File: config.mk
export PLATFORM = sky130hd
export DESIGN_NAME = contador_mod_n
export DESIGN_NICKNAME = d
export VERILOG_FILES = /design/src/rtl/contador_pkg.sv /design/src/rtl/ffd_ar.sv /design/src/rtl/contador_mod_n.sv
export SDC_FILE = /design/constraint.sdc
export NUM_CORES = 1
export LEC_CHECK = 0
export ABC_AREA = 1
export CORE_AREA = 3 3 40 42
export CTS_BUF_LIST = sky130_fd_sc_hd__clkbuf_2
export CTS_CLUSTER_SIZE = 30
export DETAILED_ROUTE_END_ITERATION = 10
export DIE_AREA = 0 0 43 45
export GPL_TIMING_DRIVEN = 0
export HOLD_SLACK_MARGIN = 0.12
export SLEW_MARGIN = 5
export SYNTH_ARGS = -nofsm -noshare
export SYNTH_HDL_FRONTEND = slang
export SYNTH_SLANG_ARGS = --single-unit
File: constraint.sdc
create_clock -name clk -period 1.6 [get_ports clk]
set_input_delay 0.32 -clock clk [delete_from_list [all_inputs] [get_ports clk]]
set_output_delay 0.32 -clock clk [all_outputs]
set_load 0.02 [all_outputs]
File: src/rtl/contador_pkg.sv
// ---------------------------------------------------------------------------
// contador_pkg
// Shared definitions for the modulo-N counter family.
//   MODE_WRAP / MODE_SAT : values for the counter's SATURATE parameter
//   clog2_min1()         : register width for a given modulus, never below 1
// ---------------------------------------------------------------------------
package contador_pkg;

    localparam int MODE_WRAP = 0;
    localparam int MODE_SAT  = 1;

    // $clog2 gives 0 for a modulus of 1 and we still want a real register,
    // so the width is clamped to at least one bit.
    function automatic int clog2_min1(input int value);
        int w;
        w = $clog2(value);
        return (w < 1) ? 1 : w;
    endfunction

endpackage

File: src/rtl/ffd_ar.sv
// ---------------------------------------------------------------------------
// ffd_ar
// WIDTH-bit D register with asynchronous active-low reset to zero.
// Ports:
//   clk : rising-edge clock
//   rst : asynchronous reset, active-low
//   d   : next value
//   q   : registered value
// ---------------------------------------------------------------------------
module ffd_ar #(
    parameter int WIDTH = 1
) (
    input  logic             clk,
    input  logic             rst,
    input  logic [WIDTH-1:0] d,
    output logic [WIDTH-1:0] q
);

    always_ff @(posedge clk or negedge rst) begin
        if (!rst) begin
            q <= '0;
        end else begin
            q <= d;
        end
    end

endmodule

File: src/rtl/contador_mod_n.sv
// ---------------------------------------------------------------------------
// contador_mod_n
// Parametrised modulo-N up/down counter with clear, parallel load,
// wrap/saturate mode and a combinational terminal-count output for
// cascading into multi-digit counters.
// Ports:
//   clk    : rising-edge clock
//   rst    : asynchronous reset, active-low (clears q and err)
//   en     : count enable
//   up     : 1 = increment, 0 = decrement
//   clr    : synchronous clear (highest priority)
//   ld     : synchronous parallel load of ld_val
//   ld_val : load value, rejected when >= MODULUS
//   q      : registered count, 0..MODULUS-1
//   tc     : terminal count, combinational from q, en and up
//   err    : one-cycle pulse after a rejected load
// ---------------------------------------------------------------------------
module contador_mod_n
    import contador_pkg::*;
#(
    parameter int MODULUS  = 5,
    parameter int WIDTH    = clog2_min1(MODULUS),
    parameter int SATURATE = MODE_WRAP
) (
    input  logic             clk,
    input  logic             rst,
    input  logic             en,
    input  logic             up,
    input  logic             clr,
    input  logic             ld,
    input  logic [WIDTH-1:0] ld_val,
    output logic [WIDTH-1:0] q,
    output logic             tc,
    output logic             err
);

    // All comparisons and arithmetic use one extra bit so that MODULUS-1,
    // q+1 and an out-of-range ld_val are represented without overflow.
    localparam logic [WIDTH:0] LAST   = (WIDTH+1)'(MODULUS - 1);
    localparam bit             SAT_EN = (SATURATE == MODE_SAT);

    logic [WIDTH:0]   q_ext;
    logic [WIDTH:0]   ld_ext;
    logic [WIDTH:0]   q_inc;
    logic [WIDTH:0]   q_dec;
    logic             at_last;
    logic             at_zero;
    logic             q_illegal;
    logic             ld_bad;
    logic [WIDTH-1:0] q_next;
    logic             err_next;

    assign q_ext     = {1'b0, q};
    assign ld_ext    = {1'b0, ld_val};
    assign q_inc     = q_ext + (WIDTH+1)'(1);
    assign q_dec     = q_ext - (WIDTH+1)'(1);
    assign at_last   = (q_ext == LAST);
    assign at_zero   = (q_ext == '0);
    assign q_illegal = (q_ext > LAST);
    assign ld_bad    = (ld_ext > LAST);

    // Terminal count is deliberately not gated by clr/ld: a downstream
    // stage applies the same priority itself and needs zero latency here.
    assign tc = en & ((up & at_last) | (~up & at_zero));

    // Next-state selection, priority clr > ld > (illegal recovery) > en.
    // An out-of-range q (only reachable by upsetting the register) is
    // pulled back to zero on the next edge that neither clears nor loads,
    // whether or not counting is enabled. The explicit end-of-range
    // compare is kept even when MODULUS is a power of two.
    always_comb begin
        q_next   = q;
        err_next = 1'b0;
        if (clr) begin
            q_next = '0;
        end else if (ld) begin
            if (ld_bad) begin
                err_next = 1'b1;
            end else begin
                q_next = ld_val;
            end
        end else if (q_illegal) begin
            q_next = '0;
        end else if (en) begin
            if (up) begin
                if (!at_last) begin
                    q_next = WIDTH'(q_inc);
                end else if (!SAT_EN) begin
                    q_next = '0;
                end
            end else begin
                if (!at_zero) begin
                    q_next = WIDTH'(q_dec);
                end else if (!SAT_EN) begin
                    q_next = WIDTH'(LAST);
                end
            end
        end
    end

    ffd_ar #(
        .WIDTH (WIDTH)
    ) u_q_reg (
        .clk (clk),
        .rst (rst),
        .d   (q_next),
        .q   (q)
    );

    ffd_ar #(
        .WIDTH (1)
    ) u_err_reg (
        .clk (clk),
        .rst (rst),
        .d   (err_next),
        .q   (err)
    );

endmodule

==> flow_metrics.env <==
export IMPL_yosysWarnings=0
export IMPL_synthFlopType="dfrtp_1"
export IMPL_nets=93
export IMPL_dieArea_um2=1940
export IMPL_tightest_slew_ps=230
export IMPL_final_antenna_net_count=0
export IMPL_start_util=0.300
export IMPL_p_comb_frac=0.472
export IMPL_wl_per_cell_um=8.34
export IMPL_cts_root_buf="clkbuf_2"
export IMPL_ys_seq_area_frac=0.260
export IMPL_cp_required_ps=1280
export IMPL_coreArea_um2=1280
export IMPL_async_flop_share=1.00
export IMPL_grt_usage=0.0958
export IMPL_yosys_area_top_type="dfrtp_1"
export IMPL_cts_buffers=3
export IMPL_cp_max_fo=3
export IMPL_violations="negative setup slack"
export IMPL_grt_antenna_before_repair=0
export IMPL_fmaxAchievable_mhz=612
export IMPL_cts_sinks=4
export IMPL_post_place_ws_ps=-470
export IMPL_path_clk_slew_ps=40
export IMPL_wl_met1_um=337
export IMPL_p_clk_frac=0.223
export IMPL_ioPinCount=14
export IMPL_hold_class="input pin to asynchronous set/reset pin"
export IMPL_route_detailed_drc=0
export IMPL_finalHoldViolations=0
export IMPL_synthTopCellsByCount="25 x nand2_1, 7 x inv_1, 4 x dfrtp_1, 4 x nand3_1"
export IMPL_cp_end_kind="primary output"
export IMPL_power_switching_mw=0.138
export IMPL_first_iter_violations=3
export IMPL_r2r_slack_ps=210
export IMPL_syn_num_nets=70
export IMPL_synth_cell_types=16
export IMPL_hold_slack_ps=317
export IMPL_hpwl_um=635
export IMPL_swShare=0.354
export IMPL_synthTopCellsByArea="dfrtp_1 26%, nand2_1 24%, ha_1 9.7%"
export IMPL_wl_um=784
export IMPL_finalClockSkew_ps=7.46
export IMPL_startpoint_type="register"
export IMPL_die_y_um=45
export IMPL_synthCells=58
export IMPL_diodes=0
export IMPL_finalSetupTns_ps=-33.2
export IMPL_grt_pass1_wl_mm=1.40
export IMPL_clk_latency_ps=200
export IMPL_postLayoutCoreUtil=0.473
export IMPL_synth_avg_cell_area_um2=6.64
export IMPL_setup_ws_ps=-33.2
export IMPL_htree_num_levels=1
export IMPL_path_class="register to primary output"
export IMPL_die_x_um=43
export IMPL_cts_tree="built"
export IMPL_rows=13
export IMPL_vias=405
export IMPL_grt_pass1_vias=389
export IMPL_rsz0062_at_grt="yes"
export IMPL_max_vdd_ir_drop_uv=504
export IMPL_synth_edf_count=0
export IMPL_p_int_mw=0.253
export IMPL_reg2reg_depth=10
export IMPL_finalPower_mw=0.391
export IMPL_max_slew_margin=0.846
export IMPL_vias_per_cell=4.31
export IMPL_seqPwrFrac=0.305
export IMPL_drive_above_1_share=0.316
export IMPL_grt_ovfl_total=0
export IMPL_post_route_period_util=1.02
export IMPL_yosysMostFrequentCell="nand2_1"
export IMPL_gp_congestion=0.744
export IMPL_crit_arrival_ps=1310
export IMPL_worstReg2RegStart="u_q_reg.q[0]$_DFFE_PN0P_"
export IMPL_met2_wirelength_um=396
export IMPL_wl_met3_um=51
export IMPL_timing_rr_end="u_q_reg.q[0]$_DFFE_PN0P_"
export IMPL_synth_top_area_frac=0.260
export IMPL_finalMaxSlewViolations=0
export IMPL_port_buffers=13
export IMPL_run_status="finished, violations left"
export IMPL_setup_viol=1
export IMPL_syn_area_um2=385
export IMPL_topRoutingLayerUsed="met3"
export IMPL_period_minus_slack_ps=1630
export IMPL_syn2layout_area_growth_pct=57.8
export IMPL_clock_path_buffers=2
export IMPL_cellPowerDensity_nw_per_um2=643
export IMPL_grt_max_degree=7
export IMPL_ys_ff_latch=4
export IMPL_first_pass_iters=2
export IMPL_p_leak_nw=0.321
export IMPL_cap_viol_max_count=0
critical path, cell delays in order (launching register included):
cell and delay [ps]:
dfrtp_1 390, inv_2 100, ha_4 150, inv_2 40
o21ai_2 130, nand2_2 70, nor2_2 120, buf_6 120
sequential cells by signal (all words and copies together), names as in the netlist:
name         flops
u_err_reg.q      1
u_q_reg.q        3
metal layers:
metal | vias to the layer above | track usage
met5 | - | 0
met4 | 0 | 0
met3 | 0 | 0.0478
met2 | 10 | 0.180
met1 | 171 | 0.104
li1 | 224 | -
worst max path at each step:
stage,from,endpoint,slack (ps),cells after the start
floorplan,u_q_reg.q[0]$_DFFE_PN0P_,tc,5,6
global placement,up,tc,-470,6
detailed placement,u_q_reg.q[0]$_DFFE_PN0P_,tc,-470,7
CTS,u_q_reg.q[1]$_DFFE_PN0P_,tc,-40,7
global route,u_q_reg.q[0]$_DFFE_PN0P_,tc,-140,7
finish,u_q_reg.q[0]$_DFFE_PN0P_,tc,-30,7
area by class of cell:
class	count	area (um2)
Fill cell	123	677
Multi-Input combinational cell	45	273
Timing Repair Buffer	18	168
Sequential cell	4	100
Inverter	9	33.8
Tap cell	15	18.8
Clock buffer	3	15.0
what timing repair did:
action                                  CTS  global route
setup buffers                             5             0
endpoints found under the setup margin    2             1
pin swaps                                 2             4
hold buffers                              0             0
gates resized for setup                  10             4
placed cells by master (no fill, tap or decap), drive strengths merged:
cell	n
o21ai	2
dfrtp	4
nand2	26
nand3	4
inv	9
ha	3
o21bai	1
dlygate4sd2	1
nor2	5
nand3b	1
clkdlybuf4s50	11
clkbuf	3
buf	6
a21oi	2
or2	1
kinds of logic (layout without fill, tap and decap cells):
kind of cell	count (synthesis)	in the layout	synth area share
compound gates	5	5	0.110
fa+ha+maj	3	3	0.0974
buf+inv	9	30	0.0877
flops	4	4	0.260
simple gates	37	37	0.445
power groups by stage:
stage | registers (mW) | logic (mW) | clock network (mW)
3_5_place_dp | 0.121 | 0.153 | 0
3_3_place_gp | 0.121 | 0.153 | 0
6_report | 0.119 | 0.185 | 0.0873
2_1_floorplan | 0.130 | 0.0827 | 0
5_1_grt | 0.120 | 0.208 | 0.109
4_1_cts | 0.119 | 0.179 | 0.0938
per-stage QoR:
stage | instance area (um2) | cells
finish | 608 | 94
floorplan | 388 | 58
global placement | 537 | 86
detailed placement | 537 | 86
CTS | 598 | 94
global route | 608 | 94
(Power assumes the default switching activity.)
